### config.mk
export PLATFORM = sky130hd
export DESIGN_NAME = ysyx_22050535_lsu
export DESIGN_NICKNAME = d
export VERILOG_FILES = /design/src/rtl/ysyx_22050535_lsu.sv
export SDC_FILE = /design/constraint.sdc
export NUM_CORES = 1
export LEC_CHECK = 0
export CAP_MARGIN = 20
export CORE_ASPECT_RATIO = 1.75
export CORE_UTILIZATION = 45
export DETAILED_ROUTE_END_ITERATION = 16
export PLACE_DENSITY_LB_ADDON = 0.08
export SETUP_SLACK_MARGIN = 0.1
export SLEW_MARGIN = 40
export SYNTH_ARGS = -nofsm -noshare
export SYNTH_HDL_FRONTEND = slang
export SYNTH_SLANG_ARGS = --single-unit
### constraint.sdc
create_clock -name clk -period 2.2 [get_ports clk]
set_input_delay 0.22 -clock clk [delete_from_list [all_inputs] [get_ports clk]]
set_output_delay 0.22 -clock clk [all_outputs]
set_load 0.03 [all_outputs]
### src/rtl/ysyx_22050535_lsu.sv
// Load/store unit: one request at a time, alignment check, fixed-latency memory access,
// byte/half/word store shaping and load extraction, response held until accepted.
module ysyx_22050535_lsu #(
  parameter int LATENCY = 1,
  parameter int CNT_W   = 4
) (
  input  logic        clk,
  input  logic        rst_n,
  input  logic        req_valid,
  output logic        req_ready,
  input  logic        req_wen,
  input  logic [31:0] req_addr,
  input  logic [31:0] req_wdata,
  input  logic [1:0]  req_size,
  input  logic        req_unsigned,
  output logic        mem_valid,
  output logic        mem_wen,
  output logic [31:0] mem_addr,
  output logic [31:0] mem_wdata,
  output logic [3:0]  mem_wmask,
  input  logic [31:0] mem_rdata,
  output logic        resp_valid,
  input  logic        resp_ready,
  output logic [31:0] resp_rdata,
  output logic        resp_err
);

  typedef enum logic [1:0] {IDLE = 2'd0, ACCESS = 2'd1, RESP = 2'd2} state_t;

  localparam logic [CNT_W-1:0] CNT_ONE  = {{(CNT_W-1){1'b0}}, 1'b1};
  localparam logic [CNT_W-1:0] CNT_LOAD = CNT_W'(LATENCY - 1);

  state_t            state_reg, state_next;
  logic [CNT_W-1:0]  cnt_reg;
  logic              wen_reg;
  logic [31:0]       addr_reg;
  logic [31:0]       wdata_reg;
  logic [1:0]        size_reg;
  logic              uns_reg;
  logic [31:0]       rdata_reg;
  logic              err_reg;

  logic              req_err;
  logic              accept;
  logic              last;
  logic [1:0]        off;
  logic [31:0]       sh;
  logic [31:0]       load_ext;
  logic [3:0]        wmask_shaped;
  logic [31:0]       wdata_shaped;
  logic [7:0]        lane_data [4];

  assign req_err = (req_size == 2'd3) ||
                   (req_size == 2'd1 && req_addr[0]) ||
                   (req_size == 2'd2 && (req_addr[1:0] != 2'b00));
  assign accept  = (state_reg == IDLE) && req_valid;
  assign last    = (cnt_reg == '0);
  assign off     = addr_reg[1:0];

  // State register
  always_ff @(posedge clk or negedge rst_n) begin
    if (!rst_n) state_reg <= IDLE;
    else        state_reg <= state_next;
  end

  // Next-state logic
  always_comb begin
    state_next = state_reg;
    case (state_reg)
      IDLE:    if (req_valid) state_next = req_err ? RESP : ACCESS;
      ACCESS:  if (last) state_next = RESP;
      RESP:    if (resp_ready) state_next = IDLE;
      default: state_next = IDLE;
    endcase
  end

  // Captured request, access counter and response payload
  always_ff @(posedge clk or negedge rst_n) begin
    if (!rst_n) begin
      cnt_reg   <= '0;
      wen_reg   <= 1'b0;
      addr_reg  <= '0;
      wdata_reg <= '0;
      size_reg  <= '0;
      uns_reg   <= 1'b0;
      rdata_reg <= '0;
      err_reg   <= 1'b0;
    end else if (accept) begin
      cnt_reg   <= CNT_LOAD;
      wen_reg   <= req_wen;
      addr_reg  <= req_addr;
      wdata_reg <= req_wdata;
      size_reg  <= req_size;
      uns_reg   <= req_unsigned;
      rdata_reg <= '0;
      err_reg   <= req_err;
    end else if (state_reg == ACCESS) begin
      if (last) rdata_reg <= wen_reg ? 32'd0 : load_ext;
      else      cnt_reg   <= cnt_reg - CNT_ONE;
    end
  end

  // Load extraction: shift the addressed lane down, then sign/zero extend
  assign sh = mem_rdata >> {off, 3'b000};
  always_comb begin
    case (size_reg)
      2'd0:    load_ext = {{24{~uns_reg & sh[7]}}, sh[7:0]};
      2'd1:    load_ext = {{16{~uns_reg & sh[15]}}, sh[15:0]};
      default: load_ext = sh;
    endcase
  end

  // Store shaping: each byte lane carries the data byte it would hold after replication
  for (genvar gi = 0; gi < 4; gi++) begin : g_lane
    assign lane_data[gi] = (size_reg == 2'd0) ? wdata_reg[7:0] :
                           (size_reg == 2'd1) ? wdata_reg[8*(gi%2) +: 8] :
                                                wdata_reg[8*gi +: 8];
    assign wdata_shaped[8*gi +: 8] = lane_data[gi];
  end

  always_comb begin
    case (size_reg)
      2'd0:    wmask_shaped = 4'b0001 << off;
      2'd1:    wmask_shaped = 4'b0011 << off;
      default: wmask_shaped = 4'b1111;
    endcase
  end

  // Outputs decoded from state so reset drops them immediately
  always_comb begin
    req_ready  = (state_reg == IDLE);
    mem_valid  = (state_reg == ACCESS);
    mem_wen    = (state_reg == ACCESS) && wen_reg && last;
    mem_addr   = (state_reg == ACCESS) ? {addr_reg[31:2], 2'b00} : 32'd0;
    mem_wdata  = (state_reg == ACCESS) ? wdata_shaped : 32'd0;
    mem_wmask  = mem_wen ? wmask_shaped : 4'b0000;
    resp_valid = (state_reg == RESP);
    resp_rdata = (state_reg == RESP) ? rdata_reg : 32'd0;
    resp_err   = (state_reg == RESP) && err_reg;
  end

endmodule

; Yosys cells after proc, flatten, opt, wreduce, memory -nomap -nowiden
; Cells that the tools add are included.
[totals]
regBits = 107
latchBits = 0
ramBits = 0
romBits = 0
inputBits = 104
n_memories = 0
[op_classes]
add_sub_neg = 1
mul = 0
n_div = 0
magnitude_cmp = 0
eq_ne = 10
shifts = 3
muxes = 23
n_bitwise = 3
reduce_logical = 17
[ops]
columns = operator, count
row1 = $mux W32, 7
row2 = $pmux W32 S2, 1
row3 = $mux W8, 5
row4 = $shr A32 B5 Y32, 1
row5 = $mux W4, 4
row6 = $mux W2, 4
row7 = $pmux W4 S2, 1
row8 = $eq A2 B1 Y1 const B, 3
row9 = $eq A2 B2 Y1 const B, 3
row10 = $logic_and A1 B1 Y1, 6
row11 = $pmux W2 S3, 1
row12 = $reduce_bool A2 Y1, 3
row13 = $logic_not A2 Y1, 2
row14 = $logic_not A4 Y1, 1
row15 = $ne A2 B1 Y1 const B, 2
row16 = $ne A2 B2 Y1 const B, 2
row17 = $reduce_and A2 Y1, 2
row18 = $shl A1 B2 Y4 const A, 1
row19 = $shl A2 B2 Y4 const A, 1
row20 = $sub A4 B1 Y4 const B, 1
row21 = $reduce_and A3 Y1, 1
row22 = $and A1 B1 Y1, 2
row23 = $logic_or A1 B1 Y1, 2
row24 = $not A1 Y1, 1

; Depth between registers and ports, before layout
[logic_depth]
ltp_word = 7
depth_mapped = 8
ltp_nobuf = 6

; Worst setup path after synthesis
; OpenSTA, ideal clock, no wires.
[synth_path]
path_type = register -> register
startpoint = register state_reg[0]
endpoint = register rdata_reg[28]
arrival_ps = 1943
required_time_ps = 2074
setup_slack_ps = 131
stages_incl_launch_ff = 7
path_buffers = 2
period_less_slack_ps = 2069
path_cell_list = dfrtp_1 > nor2_1 > and2_1 > clkbuf_1 > nor2_1 > buf_2 > a221o_1
[synth_between]
elab_chain_cells = 4
word_cells_on_any_way = 7
classes_between = eq/ne: 1 / mux: 1 / reduce/logical: 5
[synth_rtl]
columns = item, line
row1 = "start, declared", 33  ; state_t state_reg, state_next;
row2 = "start signal, assigned", 63  ; else state_reg <= state_next;
row3 = $logic_not A2 Y1 *, --
row4 = via req_ready, 10  ; output logic req_ready,
row5 = $logic_and A1 B1 Y1 *, 56  ; assign accept = (state_reg == IDLE) && req_valid;
row6 = $reduce_bool A2 Y1 (no source line), --
row7 = $reduce_and A2 Y1 (no source line), --
row8 = "end signal, assigned", 98  ; if (last) rdata_reg <= wen_reg ? 32'd0 : load_ext;
row9 = "end, declared", 40  ; logic [31:0] rdata_reg;
; The timed path passes the listed nets; every way through them passes the cells marked *.
; A chain may end at the register's enable or synchronous reset.

; Worst setup path after layout
[layout_path]
startpoint = register cnt_reg[1]
endpoint = output port mem_wmask[1]
[layout_between]
elab_chain_cells = 3
[layout_rtl]
columns = item, line
row1 = "start, declared", 34  ; logic [CNT_W-1:0] cnt_reg;
row2 = "start signal, assigned", 99  ; else cnt_reg <= cnt_reg - CNT_ONE;
row3 = $logic_not A4 Y1, 57  ; assign last = (cnt_reg == '0);
row4 = $logic_and A1 B1 Y1, 133  ; mem_wen = (state_reg == ACCESS) && wen_reg && last;
row5 = $mux W4, 136  ; mem_wmask = mem_wen ? wmask_shaped : 4'b0000;
row6 = "end, declared", 20  ; output logic [3:0] mem_wmask,
; No other way between the ends.

==> results.md <==
* Status: complete, no violations
* Fin crit share at 98.9%
* Routability Congestion at 0.903
* Post-synth EDFFs at 0
* Core Region at 12100 µm²
* Register area share after synthesis at 47.9%
* Root Buffer: clkbuf_16
* Final setup skew at 0.00638 ns
* CP startpoint kind: register
* Max Slew Vio Count at 0
* Antenna cells at 0
* Ratio of cells with drive above 1 in the final layout at 19.7%
* Final WL at 17.0 mm
* Post-DRT Antenna Nets at 0
* Vias/cell at 5.12
* CP Class: reg -> out
* GR Overflow Total at 0
* Clock buffer depth at 2
* Design Area, Final at 8280 µm²
* DR pass1 iterations at 5
* Area share of fa/ha/maj cells after synthesis at 0.448%
* Syn Area/Cell at 8.48 µm²
* Final hold vios at 0
* Vias in the first global route at 5500
* Initial antenna violation count at 0
* Worst setup EP type: output pin
* Max cap viols at 0
* Largest net degree at the start of global routing at 73
* Row count at 53
* Min-Delay Path Class: in -> async
* Sink Count at 107
* CP required at 1.98 ns
* Port bufs at 206
* Largest family of logic cells by synthesized area: simple AND/OR/NAND/NOR gates
* Area of the multi-input gates at 2740 µm²
* R2r worst-path depth at 8
* Starting Density at 46.3%
* Synth top cells by count: 240 x nand2_1, 107 x dfrtp_1, 72 x and2_1
* First DRT Iteration DRCs at 273
* Global-route wire length before repair at 26.9 mm
* Mean routed wirelength per cell at 16.4 µm
* Share of the synthesized area in the top cell type at 47.9%
* Die area at 12900 µm²
* Cts bufs inserted at 9
* Peak supply drop at 597 µV
* Compound-gate portion of the synthesized area at 11.5%
* Worst-Margin Slew at 0.737 ns
* Detail Placement HPWL at 12.5 mm
* CTS clk-pin slew, worst paths at 0.07 ns
* Die H at 149 µm
* Routed vias at 5286
* Area Overhead vs Synth at 48.2%
* Worst Path Max Fanout at 5
* Cell Area, Synth at 5590 µm²
* Most common flop cell mapped by yosys: dfrtp_1
* Cell leakage power at 0.00405 µW
* Post-Synth XOR/XNOR Area at 0.470%
* Mux contribution to synthesized area at 4.88%
* Most numerous cell in the Yosys netlist: nand2_1
* Yosys cell types at 35
* Clk_lat worst skew at 0.34 ns
* Setup TNS at 0 ns
* Ys async rst share at 100%
* Number of synthesized register bits at 107
* Filler instances at 1048
* Fin nets at 968
* Max-slew headroom at 50.9%
* I/O pin count at 209
* RSZ-0062 raised after global routing: yes
* Fmax at 0.460 GHz
* Largest area contributor in the netlist: dfrtp_1
* Fraction of the mapped netlist area in simple logic gates at 30.3%
* CTS tree: built
* DRC Markers at 0
* Power Dens Cells at 1110 nW/µm²
* Overall power at 9190 µW
* Top cells by area, synth: dfrtp_1 48%, nand2_1 16%, and2_1 8.1%
* Non-filler cells, final at 1032
* Period minus WS final at 2.18 ns
* CP arrival at 1.96 ns
* Final Setup Violations at 0
* Post-placement cell area at 7880 µm²
* Die Span X at 86.2 µm
* H-tree Lvls at 3
* GR Util All Layers at 27.0%
* Register area at 2680 µm²
* Post-Syn Instances at 659
* DP Cell Count at 1007
* Synth Warn # at 0
[cell families after synthesis]
| kind of cell | count (synthesis) |
|---|---|
| xor gates and xnor gates | 3 |
| AOI/OAI and AO/OA | 85 |
| and+or+nand+nor | 374 |
| other | 1 |
| DFF | 107 |
| buffers and inverters | 61 |
| adders and majority gates | 2 |
| muxes | 26 |
[where the power goes]
| part | leakage (µW) | switching, µW | internal (µW) |
|---|---|---|---|
| Combinational | 0.00254 | 2500 | 1700 |
| Clock | 0.000145 | 727 | 914 |
| Sequential | 0.00137 | 588 | 2760 |
[metrics by stage]
stage / setup slack, ns / hold WS, ns / utilization [%]
after detailed placement: 0.0914 / 0.170 / 65.3
after global routing: -0.0550 / 0.366 / 68.6
final: 0.0239 / 0.339 / 68.6
after CTS: 0.0141 / 0.345 / 69.0
after global placement: 0.0833 / 0.164 / 65.2
after floorplan: 0.131 / -0.0756 / -
[layout by cell type, fill, tap and decap left out, drive strengths merged, types with 2 or more instances in the layout]
master and n:
nand2 240, dfrtp 107, clkdlybuf4s50 103, buf 97
and2 72, nor2 35, clkbuf 26, mux2i 25
clkdlybuf4s15 22, a21oi 21, a221o 16, inv 14
o21ai 13, a22o 9, nor2b 8, o221ai 8
a211o 7, a32o 7, nor3 5, nand3 4
nand2b 4, nor4b 2, nand3b 2, xor2 2
ha 2, conb 2, clkinv 2, clkinvlp 2
[cell type report]
type / count / share of cell area, %
well taps: 165 / 2.49
clock buffers: 10 / 2.89
multi-input cells: 492 / 33.1
inverters: 13 / 0.589
flip-flops and latches: 107 / 32.3
repair buffers: 239 / 27.9
clock inverters: 6 / 0.770
[critical path, cell delays in order, from the launching register on]
cell and delay (ns):
dfrtp_1 0.40, inv_2 0.07, ha_1 0.13, or3b_4 0.39
nor2_4 0.11, buf_6 0.12, nand2_8 0.07, a21oi_2 0.17
buf_6 0.15
[final timing paths]
path                                    from       endpoint  slack [ns]
min in group clk                req_addr[26]   addr_reg[26]        0.40
worst min-delay path                   rst_n    addr_reg[9]        0.34
worst max register to register    cnt_reg[1]  rdata_reg[30]        0.15
max in group asynchronous              rst_n   addr_reg[30]        1.20
worst min register to register  addr_reg[29]   addr_reg[29]        0.47
worst max-delay path              cnt_reg[1]   mem_wmask[1]        0.02
[repair_timing]
action / in CTS / in global routing
pin swaps: 2 / 1
resized for setup: 118 / 21
hold buffers: 1 / 0
hold endpoints to repair: 26 / 0
setup buffers: 6 / 2
endpoints found under the setup margin: 57 / 65
[per-layer routing]
| layer | share of wire (%) | track usage (%) | vias up | routed length [µm] |
|---|---|---|---|---|
| met5 | 0 | 0 | - | 0 |
| met4 | 4.3 | 12.8 | 0 | 736 |
| met3 | 5.8 | 5.52 | 42 | 980 |
| met2 | 53 | 48.3 | 204 | 8950 |
| met1 | 37 | 30.1 | 2478 | 6290 |
| li1 | - | - | 2562 | - |
Power figures use the tool's default switching activity.
